==> src/rtl/fetch_unit.sv <==
// Fetch stage: program counter, 1-cycle instruction-memory requests, DEPTH-entry prefetch FIFO, IR and field decode.
// Optional macro FETCH_HLT_STOP_EN: stop issuing requests once an HLT word enters the FIFO.
module fetch_unit #(
    parameter int unsigned DEPTH = 2
) (
    input  logic        clk,
    input  logic        rst_n,
    output logic [31:0] imem_addr,
    output logic        imem_rd_en,
    input  logic [31:0] imem_rdata,
    input  logic        load_ir,
    input  logic        load_pc,
    input  logic        clear_pc,
    input  logic [31:0] pc_in,
    output logic        instr_valid,
    output logic [31:0] ir_pc,
    output logic [3:0]  cond,
    output logic [6:0]  opcode,
    output logic        en_status,
    output logic [3:0]  rn,
    output logic [3:0]  rd,
    output logic [3:0]  rs,
    output logic [3:0]  rm,
    output logic [1:0]  shift_op,
    output logic [31:0] shift_imme,
    output logic [31:0] imme_data,
    output logic        halted
);
    localparam int unsigned PTR_W = $clog2(DEPTH);
    localparam int unsigned CNT_W = PTR_W + 1;
    localparam logic [CNT_W:0] OCC_LIMIT = DEPTH[CNT_W:0];
    localparam logic [6:0] OP_HLT = 7'b0000001;

    logic [31:0]      pc_q, pc_d;
    logic             inflight_q, inflight_d;
    logic [31:0]      req_pc_q, req_pc_d;
    logic [31:0]      fifo_word_q [DEPTH];
    logic [31:0]      fifo_pc_q   [DEPTH];
    logic [PTR_W-1:0] head_q, head_d;
    logic [PTR_W-1:0] tail_q, tail_d;
    logic [CNT_W-1:0] count_q, count_d;
    logic [31:0]      ir_q, ir_d;
    logic [31:0]      ir_pc_q, ir_pc_d;
    logic             stop;

    logic             redirect;
    logic             issue;
    logic             push;
    logic             pop;
    logic [CNT_W:0]   occupancy;

`ifdef FETCH_HLT_STOP_EN
    logic halted_q, halted_d;
    assign stop = halted_q;
`else
    assign stop = 1'b0;
`endif

    assign redirect  = clear_pc | load_pc;
    // In-flight request reserves a slot so its response can never overflow the FIFO.
    assign occupancy = {1'b0, count_q} + {{CNT_W{1'b0}}, inflight_q};
    assign issue     = rst_n && !stop && !redirect && (occupancy < OCC_LIMIT);
    // A halted stream drops the response that was already in flight.
    assign push      = inflight_q && !redirect && !stop;
    assign pop       = load_ir && (count_q != '0) && !redirect;

    always_comb begin
        pc_d       = pc_q;
        inflight_d = issue;
        req_pc_d   = req_pc_q;
        head_d     = head_q;
        tail_d     = tail_q;
        count_d    = count_q;
        ir_d       = ir_q;
        ir_pc_d    = ir_pc_q;

        if (redirect) begin
            pc_d    = clear_pc ? '0 : pc_in;
            head_d  = '0;
            tail_d  = '0;
            count_d = '0;
        end else begin
            if (issue) begin
                pc_d     = pc_q + 32'd4;
                req_pc_d = pc_q;
            end
            if (push) begin
                tail_d = tail_q + PTR_W'(1);
            end
            if (pop) begin
                head_d  = head_q + PTR_W'(1);
                ir_d    = fifo_word_q[head_q];
                ir_pc_d = fifo_pc_q[head_q];
            end
            case ({push, pop})
                2'b10:   count_d = count_q + CNT_W'(1);
                2'b01:   count_d = count_q - CNT_W'(1);
                default: count_d = count_q;
            endcase
        end
    end

`ifdef FETCH_HLT_STOP_EN
    always_comb begin
        halted_d = halted_q;
        if (redirect) begin
            halted_d = 1'b0;
        end else if (push && (imem_rdata[27:21] == OP_HLT)) begin
            halted_d = 1'b1;
        end
    end
`endif

    always_ff @(posedge clk) begin
        if (!rst_n) begin
            pc_q       <= '0;
            inflight_q <= 1'b0;
            req_pc_q   <= '0;
            head_q     <= '0;
            tail_q     <= '0;
            count_q    <= '0;
            ir_q       <= '0;
            ir_pc_q    <= '0;
`ifdef FETCH_HLT_STOP_EN
            halted_q   <= 1'b0;
`endif
        end else begin
            pc_q       <= pc_d;
            inflight_q <= inflight_d;
            req_pc_q   <= req_pc_d;
            head_q     <= head_d;
            tail_q     <= tail_d;
            count_q    <= count_d;
            ir_q       <= ir_d;
            ir_pc_q    <= ir_pc_d;
`ifdef FETCH_HLT_STOP_EN
            halted_q   <= halted_d;
`endif
        end
    end

    // Storage needs no reset: entries are only read while count_q says they are valid.
    always_ff @(posedge clk) begin
        if (rst_n && push) begin
            fifo_word_q[tail_q] <= imem_rdata;
            fifo_pc_q[tail_q]   <= req_pc_q;
        end
    end

    assign imem_addr   = pc_q;
    assign imem_rd_en  = issue;
    assign instr_valid = (count_q != '0);
    assign ir_pc       = ir_pc_q;
    assign halted      = stop;

    assign cond        = ir_q[31:28];
    assign opcode      = ir_q[27:21];
    assign en_status   = ir_q[20];
    assign rn          = ir_q[19:16];
    assign rd          = ir_q[15:12];
    assign rs          = ir_q[11:8];
    assign shift_op    = ir_q[6:5];
    assign rm          = ir_q[3:0];
    assign shift_imme  = {27'd0, ir_q[11:7]};
    assign imme_data   = {20'd0, ir_q[11:0]};

endmodule
==> config.mk <==
export PLATFORM = sky130hd
export DESIGN_NAME = fetch_unit
export DESIGN_NICKNAME = d
export VERILOG_FILES = /design/src/rtl/fetch_unit.sv
export SDC_FILE = /design/constraint.sdc
export NUM_CORES = 1
export LEC_CHECK = 0
export ABC_AREA = 1
export CORE_MARGIN = 4
export CORE_UTILIZATION = 46
export CTS_CLUSTER_DIAMETER = 40
export CTS_CLUSTER_SIZE = 8
export DETAILED_ROUTE_END_ITERATION = 8
export PLACE_DENSITY = 0.82
export SKIP_LAST_GASP = 1
export SLEW_MARGIN = 10
export SYNTH_ARGS = -nofsm -noshare
export SYNTH_HDL_FRONTEND = slang
export SYNTH_SLANG_ARGS = --single-unit
==> constraint.sdc <==
create_clock -name clk -period 7.4 [get_ports clk]
set_clock_uncertainty 0.2 [all_clocks]
set_input_delay 2.22 -clock clk [delete_from_list [all_inputs] [get_ports clk]]
set_output_delay 2.22 -clock clk [all_outputs]
set_load 0.01 [all_outputs]
==> results.sh <==
export IMPL_status="complete, no violations"
export IMPL_synthCells=1120
export IMPL_yosysUniqueCellTypes=27
export IMPL_final_common_cell="nand2_1"
export IMPL_finalSetupViolations=0
export IMPL_cts_root_buf="clkbuf_16"
export IMPL_grt_setup_unrepaired="false"
export IMPL_multi_input_area_um2=3190
export IMPL_synthToLayoutAreaGrowth_pct=27.2
export IMPL_layout_common_cells="nand2_1 (275), clkdlybuf4s50_1 (180), dfxtp_1 (132), edfxtp_1 (128), o21ai_0 (109)"
export IMPL_synth_largest_area_cell="edfxtp_1"
export IMPL_r2r_cells=7
export IMPL_hpwlAfterDp_um=16400
export IMPL_syn_area_um2=10500
export IMPL_die_area_um2=25400
export IMPL_cts_resized=0
export IMPL_antenna_cells=0
export IMPL_wl_per_cell_um=16.5
export IMPL_worstPathArrival_ns=3.85
export IMPL_grt_max_degree=100
export IMPL_synth_seq_cells=261
export IMPL_antenna_found_initial=0
export IMPL_seq_area_frac_synth_pct=61.7
export IMPL_crit_type="input pin to primary output"
export IMPL_via_per_inst=5.15
export IMPL_ios=230
export IMPL_gr_usage_all_layers_pct=19.8
export IMPL_fmax_ghz=0.160
export IMPL_dp_worst_setup_slack_ns=1.13
export IMPL_cp_max_fo=10
export IMPL_regArea_um2=6510
export IMPL_required_ns=4.98
export IMPL_clock_sinks=261
export IMPL_cap_violations=0
export IMPL_fp_row_count=55
export IMPL_setup_tns_ns=0
export IMPL_critPathCaptureType="primary output"
export IMPL_setup_ws_ns=1.13
export IMPL_ant_nets=0
export IMPL_r2r_end="ir_pc[14]"
export IMPL_io_buffers=181
export IMPL_drc=0
export IMPL_insertion_delay_ns=0.52
export IMPL_avgSynthCellArea_um2=9.41
export IMPL_hold_buffers=0
export IMPL_grt_pass1_wl_um=40800
export IMPL_vias=8182
export IMPL_crit_start="load_pc"
export IMPL_crit_chain="clkdlybuf4s50_1 > nor2_4 > nand2_2 > nor2_4 > clkdlybuf4s50_1"
export IMPL_final_core_util_pct=59.4
export IMPL_grt_pass1_vias=8030
export IMPL_layout_min_cycle_time_ns=6.27
export IMPL_fill_cells=1843
export IMPL_post_cts_buffers=0
export IMPL_synthTopCellsByArea="edfxtp_1 (36%), dfxtp_1 (25%), nand2_1 (9.8%)"
export IMPL_dr_pass1_iters=5
export IMPL_ir_drop_mv=0.140
export IMPL_fp_dieH_um=159
export IMPL_gp_congestion=1.04
export IMPL_p_per_area_nw_per_um2=251
export IMPL_start_util_pct=46.7
export IMPL_cts_buffers=40
export IMPL_yosysWarnings=0
export IMPL_cts_path_max_buffers=3
export IMPL_core_region_area_um2=22600
export IMPL_fin_crit_sh_pct=84.7
export IMPL_crit_end="imem_rd_en"
export IMPL_critical_path_max_stage_delay_ns=0.57
export IMPL_min_delay_start="req_pc_q[15]"
export IMPL_htreeDepth=2
export IMPL_drt_wl_total_um=26300
export IMPL_p_leak_uw=0.00497
export IMPL_startpoint_type="input pin"
export IMPL_r2r_start="count_q[0]"
export IMPL_overflow=0
export IMPL_final_hold_viol_count=0
export IMPL_cp_slowest_cell="clkdlybuf4s50_1"
export IMPL_yosysTopAreaCellShare_pct=36.5
export IMPL_fp_dieW_um=159
export IMPL_cts_tree="done"
export IMPL_drtIter0Drc=722
export IMPL_worst_slew_pin_slew_ns=1.14
export IMPL_drv_slew=0
export IMPL_finalNetCount=1347
export IMPL_hold_class="flop to flop"
export IMPL_ff2ff_setup_slack_ns=4.71
export IMPL_maxSlewHeadroom_pct=23.9
export IMPL_drive_gt1_share_pct=5.29
export IMPL_clk_pin_slew_ns=0.05
## worst min path at each step
stage | to | cells after the start
floorplan | fifo_pc_q[0][0] | 0
finish | fifo_pc_q[1][15] | 0
global placement | fifo_pc_q[0][15] | 0
CTS | fifo_pc_q[0][15] | 0
detailed placement | fifo_pc_q[1][15] | 0
global route | fifo_pc_q[1][15] | 0
## synthesized netlist by cell type
cell / instances
a21boi_0: 2
a21oi_1: 82
a31oi_1: 65
and2_1: 2
buf_1: 2
buf_2: 22
buf_4: 64
clkbuf_1: 34
conb_1: 1
dfxtp_1: 133
edfxtp_1: 128
ha_1: 2
inv_1: 83
inv_2: 2
nand2_1: 275
nand2_2: 2
nand3_1: 46
nand3_2: 1
nand4_1: 2
nor2_1: 49
nor2_2: 2
nor2_4: 2
nor3_1: 6
nor3b_1: 1
o211ai_1: 2
o21ai_0: 109
o21ai_1: 1
## critical path: cells and delay by family
family,cells,cell delay [ns]
and+or+nand+nor,3,0.56
buffers and inverters,2,1.06
## registers in the layout (all words and copies together), names as in the netlist
| name | count |
|---|---|
| req_pc_q | 32 |
| fifo_word_q | 64 |
| inflight_q | 1 |
| head_q | 1 |
| ir_q | 32 |
| imem_addr | 32 |
| ir_pc | 32 |
| fifo_pc_q | 64 |
| tail_q | 1 |
| count_q | 2 |
## layer usage
layer | share of wire (%) | up-vias | wire [um] | GRT usage (%)
li1 | - | 4005 | - | -
met1 | 41 | 3794 | 10900 | 24.9
met2 | 50 | 345 | 13000 | 34.5
met3 | 6.7 | 38 | 1760 | 3.75
met4 | 2.3 | 0 | 592 | 6.43
met5 | 0 | - | 0 | 0
## power by group
part           internal [uW]  total, uW  leakage, uW  switching, uW
Clock                   1050       1650     0.000561            606
Sequential              1540       1560      0.00229           21.2
Combinational           67.0        153      0.00212           85.9
## final cells by class
class	count	area share (%)
inverter	85	2.39
sequential	261	48.5
clock buffer	64	8.21
tap	285	2.66
clock inverter	6	0.541
timing repair buffer	189	13.9
multi-input combinational	699	23.8
## logic make-up after synthesis
logic type | count (synthesis) | share of synthesized area [%]
and+or+nand+nor | 388 | 14.9
AOI/OAI and AO/OA | 261 | 13.3
DFF | 261 | 61.7
buffers and inverters | 207 | 9.91
adders and majority gates | 2 | 0.237
other | 1 | 0.0356
## per-stage QoR
step	hold WS, ns	total power, uW	std cells	area, um2
3_3_place_gp	0.229	1730	1519	12200
2_1_floorplan	0.220	1670	1167	10700
3_5_place_dp	0.237	1730	1519	12200
6_report	0.252	3360	1589	13400
5_1_grt	0.274	3480	1589	13400
4_1_cts	0.251	3390	1589	13400
(Power assumes the default switching activity.)
